## config.mk

```make
export PLATFORM = sky130hd
export DESIGN_NAME = imem_loader
export DESIGN_NICKNAME = d
export VERILOG_FILES = /design/src/rtl/imem_loader_pkg.sv /design/src/rtl/loader_csum.sv /design/src/rtl/imem_loader.sv
export SDC_FILE = /design/constraint.sdc
export NUM_CORES = 1
export LEC_CHECK = 0
export BUFFER_PORTS_ARGS = -buffer_cell sky130_fd_sc_hd__clkbuf_2
export CAP_MARGIN = 20
export CORE_ASPECT_RATIO = 0.5
export CORE_MARGIN = 2
export CORE_UTILIZATION = 50
export CTS_BUF_LIST = sky130_fd_sc_hd__clkbuf_2 sky130_fd_sc_hd__clkbuf_4 sky130_fd_sc_hd__clkbuf_8
export CTS_CLUSTER_SIZE = 12
export DETAILED_ROUTE_END_ITERATION = 16
export GPL_ROUTABILITY_DRIVEN = 0
export GPL_TIMING_DRIVEN = 0
export HOLD_SLACK_MARGIN = 0.1
export PLACE_DENSITY = 0.82
export SETUP_SLACK_MARGIN = 0.2
export SLEW_MARGIN = 40
export SYNTH_ARGS = -nofsm -noshare
export SYNTH_HDL_FRONTEND = slang
export SYNTH_SLANG_ARGS = --single-unit
export TNS_END_PERCENT = 20
```

## constraint.sdc

```tcl
create_clock -name clk -period 3.8 [get_ports clk]
set_input_delay 0.57 -clock clk [delete_from_list [all_inputs] [get_ports clk]]
set_output_delay 0.57 -clock clk [all_outputs]
set_load 0.05 [all_outputs]
```

## src/rtl/imem_loader_pkg.sv

```systemverilog
// Shared types and helpers for the instruction-memory image loader.
package imem_loader_pkg;

  typedef enum logic [2:0] {
    ST_IDLE   = 3'd0,
    ST_WRITE  = 3'd1,
    ST_VERIFY = 3'd2,
    ST_CHECK  = 3'd3,
    ST_DONE   = 3'd4,
    ST_ERROR  = 3'd5
  } loader_state_e;

  localparam int unsigned DEF_DWIDTH = 32;
  localparam int unsigned WORD_BYTES = DEF_DWIDTH / 8;

  // Byte stride between consecutive words for a given data width.
  function automatic int unsigned word_bytes(input int unsigned dwidth);
    return dwidth / 8;
  endfunction

endpackage

```

## src/rtl/loader_csum.sv

```systemverilog
// Write/read-back checksum pair; match_c_o already includes the read word being absorbed this cycle.
module loader_csum #(
  parameter int unsigned DWIDTH = 32
) (
  input  logic              clk,
  input  logic              reset,
  input  logic              clr_i,
  input  logic              wr_acc_i,
  input  logic [DWIDTH-1:0] wr_data_i,
  input  logic              rd_acc_i,
  input  logic [DWIDTH-1:0] rd_data_i,
  output logic              match_c_o
);

  logic [DWIDTH-1:0] csum_w_q, csum_w_d;
  logic [DWIDTH-1:0] csum_r_q, csum_r_d;

  always_comb begin
    csum_w_d = csum_w_q;
    csum_r_d = csum_r_q;
    if (clr_i) begin
      csum_w_d = '0;
      csum_r_d = '0;
    end else begin
      if (wr_acc_i) csum_w_d = csum_w_q + wr_data_i;
      if (rd_acc_i) csum_r_d = csum_r_q + rd_data_i;
    end
  end

  always_ff @(posedge clk) begin
    if (reset) begin
      csum_w_q <= '0;
      csum_r_q <= '0;
    end else begin
      csum_w_q <= csum_w_d;
      csum_r_q <= csum_r_d;
    end
  end

  assign match_c_o = (csum_r_d == csum_w_q);

endmodule

```

## src/rtl/imem_loader.sv

```systemverilog
// Streams an instruction image into memory at BASE_ADDR and holds the core in reset until done.
// Optional read-back checksum verify enabled by IMEM_LOADER_VERIFY_EN.
module imem_loader
  import imem_loader_pkg::*;
#(
  parameter int unsigned             AWIDTH    = 32,
  parameter int unsigned             DWIDTH    = 32,
  parameter logic [AWIDTH-1:0]       BASE_ADDR = AWIDTH'(32'h0100_0000),
  parameter int unsigned             MAX_WORDS = 1024
) (
  input  logic              clk,
  input  logic              reset,
  input  logic              start_i,
  input  logic [AWIDTH-1:0] num_words_i,
  input  logic [DWIDTH-1:0] s_data_i,
  input  logic              s_valid_i,
  output logic              s_ready_o,
  output logic [AWIDTH-1:0] mem_addr_o,
  output logic [DWIDTH-1:0] mem_data_o,
  output logic              mem_read_en_o,
  output logic              mem_write_en_o,
  input  logic [DWIDTH-1:0] mem_data_i,
  output logic              busy_o,
  output logic              done_o,
  output logic              error_o,
  output logic [AWIDTH-1:0] words_written_o,
  output logic              cpu_reset_o
);

  localparam logic [AWIDTH-1:0] STRIDE = AWIDTH'(word_bytes(DWIDTH));
  localparam logic [AWIDTH-1:0] MAX_N  = AWIDTH'(MAX_WORDS);

  loader_state_e     state_q, state_d;
  logic [AWIDTH-1:0] cnt_q, cnt_d;
  logic [AWIDTH-1:0] idx_q, idx_d;
  logic [AWIDTH-1:0] ww_q, ww_d;
  logic              hs_c;
  logic              last_c;
  logic [AWIDTH-1:0] addr_c;

  assign hs_c   = (state_q == ST_WRITE) && s_valid_i;
  assign last_c = (idx_q == cnt_q - AWIDTH'(1));
  assign addr_c = BASE_ADDR + idx_q * STRIDE;

`ifdef IMEM_LOADER_VERIFY_EN
  logic start_ok_c;
  logic rd_pend_q;
  logic sum_ok_c;

  assign start_ok_c = start_i &&
                      (state_q == ST_IDLE || state_q == ST_DONE || state_q == ST_ERROR);

  // Read data returns one cycle after each VERIFY read.
  always_ff @(posedge clk) begin
    if (reset) rd_pend_q <= 1'b0;
    else       rd_pend_q <= (state_q == ST_VERIFY);
  end

  loader_csum #(.DWIDTH(DWIDTH)) u_csum (
    .clk       (clk),
    .reset     (reset),
    .clr_i     (start_ok_c),
    .wr_acc_i  (hs_c),
    .wr_data_i (s_data_i),
    .rd_acc_i  (rd_pend_q),
    .rd_data_i (mem_data_i),
    .match_c_o (sum_ok_c)
  );
`else
  logic unused_rd_c;
  assign unused_rd_c = ^mem_data_i;
`endif

  always_ff @(posedge clk) begin
    if (reset) begin
      state_q <= ST_IDLE;
      cnt_q   <= '0;
      idx_q   <= '0;
      ww_q    <= '0;
    end else begin
      state_q <= state_d;
      cnt_q   <= cnt_d;
      idx_q   <= idx_d;
      ww_q    <= ww_d;
    end
  end

  // Next state and datapath updates.
  always_comb begin
    state_d = state_q;
    cnt_d   = cnt_q;
    idx_d   = idx_q;
    ww_d    = ww_q;
    case (state_q)
      ST_IDLE, ST_DONE, ST_ERROR: begin
        if (start_i) begin
          if (num_words_i == '0) begin
            state_d = ST_DONE;
            ww_d    = '0;
          end else if (num_words_i > MAX_N) begin
            state_d = ST_ERROR;
          end else begin
            state_d = ST_WRITE;
            cnt_d   = num_words_i;
            idx_d   = '0;
            ww_d    = '0;
          end
        end
      end
      ST_WRITE: begin
        if (hs_c) begin
          idx_d = idx_q + AWIDTH'(1);
          ww_d  = ww_q + AWIDTH'(1);
          if (last_c) begin
`ifdef IMEM_LOADER_VERIFY_EN
            state_d = ST_VERIFY;
            idx_d   = '0;
`else
            state_d = ST_DONE;
`endif
          end
        end
      end
`ifdef IMEM_LOADER_VERIFY_EN
      ST_VERIFY: begin
        idx_d = idx_q + AWIDTH'(1);
        if (last_c) state_d = ST_CHECK;
      end
      ST_CHECK: begin
        state_d = sum_ok_c ? ST_DONE : ST_ERROR;
      end
`endif
      default: state_d = ST_IDLE;
    endcase
  end

  // Port outputs; memory port is driven to zero whenever the loader is not busy.
  always_comb begin
    s_ready_o      = 1'b0;
    busy_o         = 1'b0;
    done_o         = 1'b0;
    error_o        = 1'b0;
    cpu_reset_o    = 1'b1;
    mem_read_en_o  = 1'b0;
    mem_write_en_o = 1'b0;
    mem_addr_o     = '0;
    mem_data_o     = '0;
    case (state_q)
      ST_WRITE: begin
        s_ready_o = 1'b1;
        busy_o    = 1'b1;
        if (s_valid_i) begin
          mem_write_en_o = 1'b1;
          mem_addr_o     = addr_c;
          mem_data_o     = s_data_i;
        end
      end
`ifdef IMEM_LOADER_VERIFY_EN
      ST_VERIFY: begin
        busy_o        = 1'b1;
        mem_read_en_o = 1'b1;
        mem_addr_o    = addr_c;
      end
      ST_CHECK: busy_o = 1'b1;
`endif
      ST_DONE: begin
        done_o      = 1'b1;
        cpu_reset_o = 1'b0;
      end
      ST_ERROR: error_o = 1'b1;
      default: ;
    endcase
  end

  assign words_written_o = ww_q;

endmodule

```

Yosys cells after proc, flatten, opt, wreduce, memory -nomap -nowiden
Index checks and enable logic that the tools add are counted.
{ "word_totals": {"inputBits": 100, "register_bits": 99, "out_inout_bits": 103} }
{ "op_classes": {"add_sub_neg": 4, "bitwise": 2, "reduce_logical": 9, "muxes": 25, "n_lt_le_gt_ge": 1, "eq_ne": 10} }
{ "ops": {"columns": ["operator", "n"], "rows": [
  ["$mux 32", 11],
  ["$pmux 32 s2", 2],
  ["$add 32x1->32 const B", 2],
  ["$add 25x32->32 const A", 1],
  ["$eq 32x32->1", 1],
  ["$gt 32x11->1 const B", 1],
  ["$logic_not 32->1", 1],
  ["$sub 32x1->32 const B", 1],
  ["$mux 3", 5],
  ["$ne 2x2->1 const B", 5],
  ["$reduce_and 4->1", 2],
  ["$eq 3x3->1 const B", 2],
  ["$mux 1", 6],
  ["$pmux 3 s2", 1],
  ["$reduce_and 5->1", 1],
  ["$eq 3x1->1 const B", 1],
  ["$logic_not 3->1", 1],
  ["$ne 3x3->1 const B", 1],
  ["$reduce_and 3->1", 1],
  ["$reduce_or 3->1", 1],
  ["$not 1->1", 2],
  ["$reduce_bool 2->1", 1],
  ["$logic_and 1x1->1", 1]
]} }

Longest topological paths before layout
{ "logic_depth": {"word_depth": 5, "mapped_depth": 9, "ltp_nobuf": 9} }

Worst setup path after synthesis
No wires, ideal clock.
{ "synth_timing": {"path_kind": "register to register", "from": "register ww_q[13], in the netlist words_written_o[13]", "to": "register ww_q[29], in the netlist words_written_o[29]", "path_slack_ns": 0.973, "period_less_slack_ns": 2.827, "required_time_ns": 3.729, "t_arrival_ns": 2.757, "stages_incl_launch_ff": 8, "n_path_buf": 0, "cell_sequence": "dfxtp_1 nand3_1 or3_1 nor4_1 nand4_1 or3_1 or3_1 a21oi_1"} }
{ "synth_between": {"elab_chain_cells": 3} }
{ "synth_lines": {"columns": ["element", "line_no", "rtl"], "rows": [
  ["start: declaration", "imem_loader.sv:36", "logic [AWIDTH-1:0] ww_q, ww_d;"],
  ["start signal: assignment", "imem_loader.sv:84", "ww_q <= ww_d;"],
  ["$add 32x1->32", "imem_loader.sv:113", "ww_d = ww_q + AWIDTH'(1);"],
  ["$mux 32", "imem_loader.sv:111", "if (hs_c) begin"],
  ["$pmux 32 s2", "imem_loader.sv:94", "case (state_q)"]
]} }
Every way passes these cells. The select of a mux whose other input is x is not followed.
A chain may end at the register's enable or synchronous reset.

Worst setup path after layout
{ "layout_timing": {"from": "input port num_words_i[6]", "to": "register idx_q[18]"} }
{ "layout_between": {"elab_chain_cells": 3} }
{ "layout_lines": {"columns": ["element", "line_no", "rtl"], "rows": [
  ["start: declaration", "imem_loader.sv:14", "input logic [AWIDTH-1:0] num_words_i,"],
  ["$gt 32x11->1 / $logic_not 32->1 (equally long branches)", "imem_loader.sv:100, imem_loader.sv:97", null],
  ["$ne 2x2->1 (no source line)", null, null],
  ["$reduce_and 5->1 (no source line) (*)", null, null],
  ["end signal: assignment", "imem_loader.sv:83", "idx_q <= idx_d;"],
  ["end: declaration", "imem_loader.sv:35", "logic [AWIDTH-1:0] idx_q, idx_d;"]
]} }
Mark *: on every way between the ends. The rest lies on a longest branch, timed or not.

==> results.cfg <==
[logic_synthesis]
synth_top_cell_by_area = dfxtp_1
netlist.area_leader.share_pct = 33.56
ys.flop_type = dfxtp_1
ys_seq_area_share_pct = 33.56
syn-mean-instance-area_sq_um = 7.964
yosys_warnings = 0
synth_top_cells_by_area = dfxtp_1 34%, xnor2_1 9.7%, nor2_1 6.4%
synthArstFlopShare_pct = 0
ys_types = 62
synthCells = 734
syn_area_sq_mm = 0.005846
synth_seq_cells = 98
synth_edf_count = 0

[placement]
dp_hpwl_um = 12350
place_inst = 1061
place_area_sq_mm = 0.006883
io_buffers = 166
pre_cts_slack_ps = 398.2

[power_and_ir_drop]
power_density_mw_per_mm2 = 266.1
ir_worst_vdd_uv = 197.6
p_leak_nw = 3.011

[timing]
setup-violations-final = 0
worst_pin_slew_ps = 834.9
skew_ps = 10.84
relSlewSlack_pct = 43.75
fmax_mhz = 318.3
whs_ps = 436.4
fin_tns_setup_ps = 0
min_period_ps = 3141
fin_crit_sh_pct = 82.67
final-hold-violation-count = 0
rsz0062_at_grt = no
layout_setup_ws_ps = 658.5
maxSlewViolCount = 0

[clocking]
cts-resized-gates = 0
cts.htree.levels = 3
clkLatencyLatePin_ps = 380
tritoncts = yes
root_buffer = clkbuf_8
cts_sinks = 98
cts_buffers = 9
cts_setup_buffers = 0
clkTransAtPathRegs_ps = 110
ctsHoldBuffers = 0
cts_buffer_depth = 2

[critical_path]
crit_fanout = 10
max_stage_delay_ps = 670
start_kind = input pin
cp_data_required_time_ps = 4050
crit_arrival_ps = 3390
reg2reg_depth = 9
reg2reg_slack_ps = 710
r2r-start = state_q[2]
crit_path_end_kind = flip-flop
crit_type = in -> reg
reg2reg_to = idx_q[18]
slowest_stage = nor4_1
crit_chain = clkbuf_2, nor4_1, nand4_1, a2111oi_2, o2111ai_1, clkbuf_1, nor3_1, xnor2_1, nor2_1

[worst_hold_path]
hold_path_class = in -> reg
hold_end = cnt_q[4]
min_path_cells = 3
hp-start = num_words_i[4]

[route]
via_per_inst = 5.509
wl_per_cell_um = 14.87
detail-route-antenna-nets = 0
drtIter0Drc = 430
firstDrtPassIters = 6
drcViolationCount = 0
wirelength_um = 16010
num_vias = 5933

[grt]
grt_pass1_wl_um = 25500
grt_max_degree = 19
grt_pass1_vias = 5277
track_usage_pct = 25.33
globalRouteOverflowTotal = 0
antenna_found_initial = 0

[floorplanning]
die_w_um = 156.9
pin_count = 203
rows = 27
start_util_pct = 52.28
coreArea_sq_mm = 0.01118
dieArea_sq_mm = 0.01262
die_h_um = 80.46

[outcome]
run_status = finished, final reports clean

[cells_and_area]
syn2layout_area_growth_pct = 20.89
mostFrequentLayoutCells = 166 x clkbuf_2, 99 x nor2_1, 98 x dfxtp_1
stdcell_count = 1077
drive_above_1_share_pct = 23.53
final_nets = 1017
diodes = 0
layout_commonest_cell = clkbuf_2
final_area_sq_mm = 0.007067

[run]
cap_viol_max_count = 0
metal layers:
| metal | global-route usage (%) | vias up | share of wire [%] |
|---|---|---|---|
| met5 | 0 | - | 0 |
| met3 | 6.206 | 23 | 7.3 |
| met2 | 41.58 | 198 | 47 |
| met1 | 33.06 | 2766 | 45 |
| met4 | 7.706 | 0 | 1.4 |
| li1 | - | 2946 | - |
worst max-delay path, delay by kind of cell:
family | cells | cell delay [ps]
and+or+nand+nor | 4 | 1210
AOI/OAI and AO/OA | 2 | 1010
buffers and inverters | 2 | 450
xor gates and xnor gates | 1 | 150
worst max path at each step:
stage,end,depth (start not counted),slack [ps],start
3_5_place_dp,idx_q[18],9,400,num_words_i[6]
5_1_grt,idx_q[18],9,410,num_words_i[6]
6_report,idx_q[18],9,660,num_words_i[6]
3_3_place_gp,idx_q[20],9,430,num_words_i[6]
2_1_floorplan,words_written_o[29],7,970,words_written_o[13]
4_1_cts,idx_q[18],9,740,num_words_i[6]
area by class of cell:
cell class	instances	area, sq um
well taps	159	198.9
clock buffers	9	123.9
flip-flops and latches	98	1962
multi-input cells	568	3602
fillers	997	4115
inverters	25	93.84
repair buffers	166	830.8
plain buffers	45	195.2
clock inverters	7	60.06
sequential cells by signal, indices dropped and copies added, names as in the netlist:
| signal | cells |
|---|---|
| cnt_q | 32 |
| words_written_o | 32 |
| idx_q | 32 |
| state_q | 2 |
through the flow:
stage          utilization [%]  total power, mW
2_1_floorplan                -            1.182
3_3_place_gp             61.55            1.250
3_5_place_dp             61.55            1.254
4_1_cts                  63.20            1.893
5_1_grt                  63.20            1.947
6_report                 63.20            1.880
logic make-up (layout without fill, tap and decap cells):
group	after synthesis	after routing	share of synthesized area, %
flops	98	98	33.56
other cells	1	3	0.06415
buf+inv	70	252	4.944
fa+ha+maj	4	4	0.8562
simple gates	371	371	35.00
mux	14	14	2.440
compound gates	88	88	9.953
xor+xnor	88	88	13.18
where the power goes:
group | internal [mW] | switching (mW) | total (mW)
combinational | 0.0583 | 0.139 | 0.198
clock | 0.250 | 0.398 | 0.648
sequential | 1.03 | 0.00513 | 1.03
cells in the mapped netlist (all sizes together), types with 3 or more instances:
cell     count
a31oi        5
o41ai        5
nand3       31
nor4        21
mux2i       12
nand4       21
a211oi       5
or3         23
dfxtp       98
nand2       33
ha           4
xor2        23
o2111ai      4
buf          8
nor2        99
inv         24
clkbuf      37
and4         4
xnor2       65
o22ai        3
o21ai       22
and2        26
nor3        36
or4          5
and3        57
a21oi       30
Power figures use the tool's default switching activity.
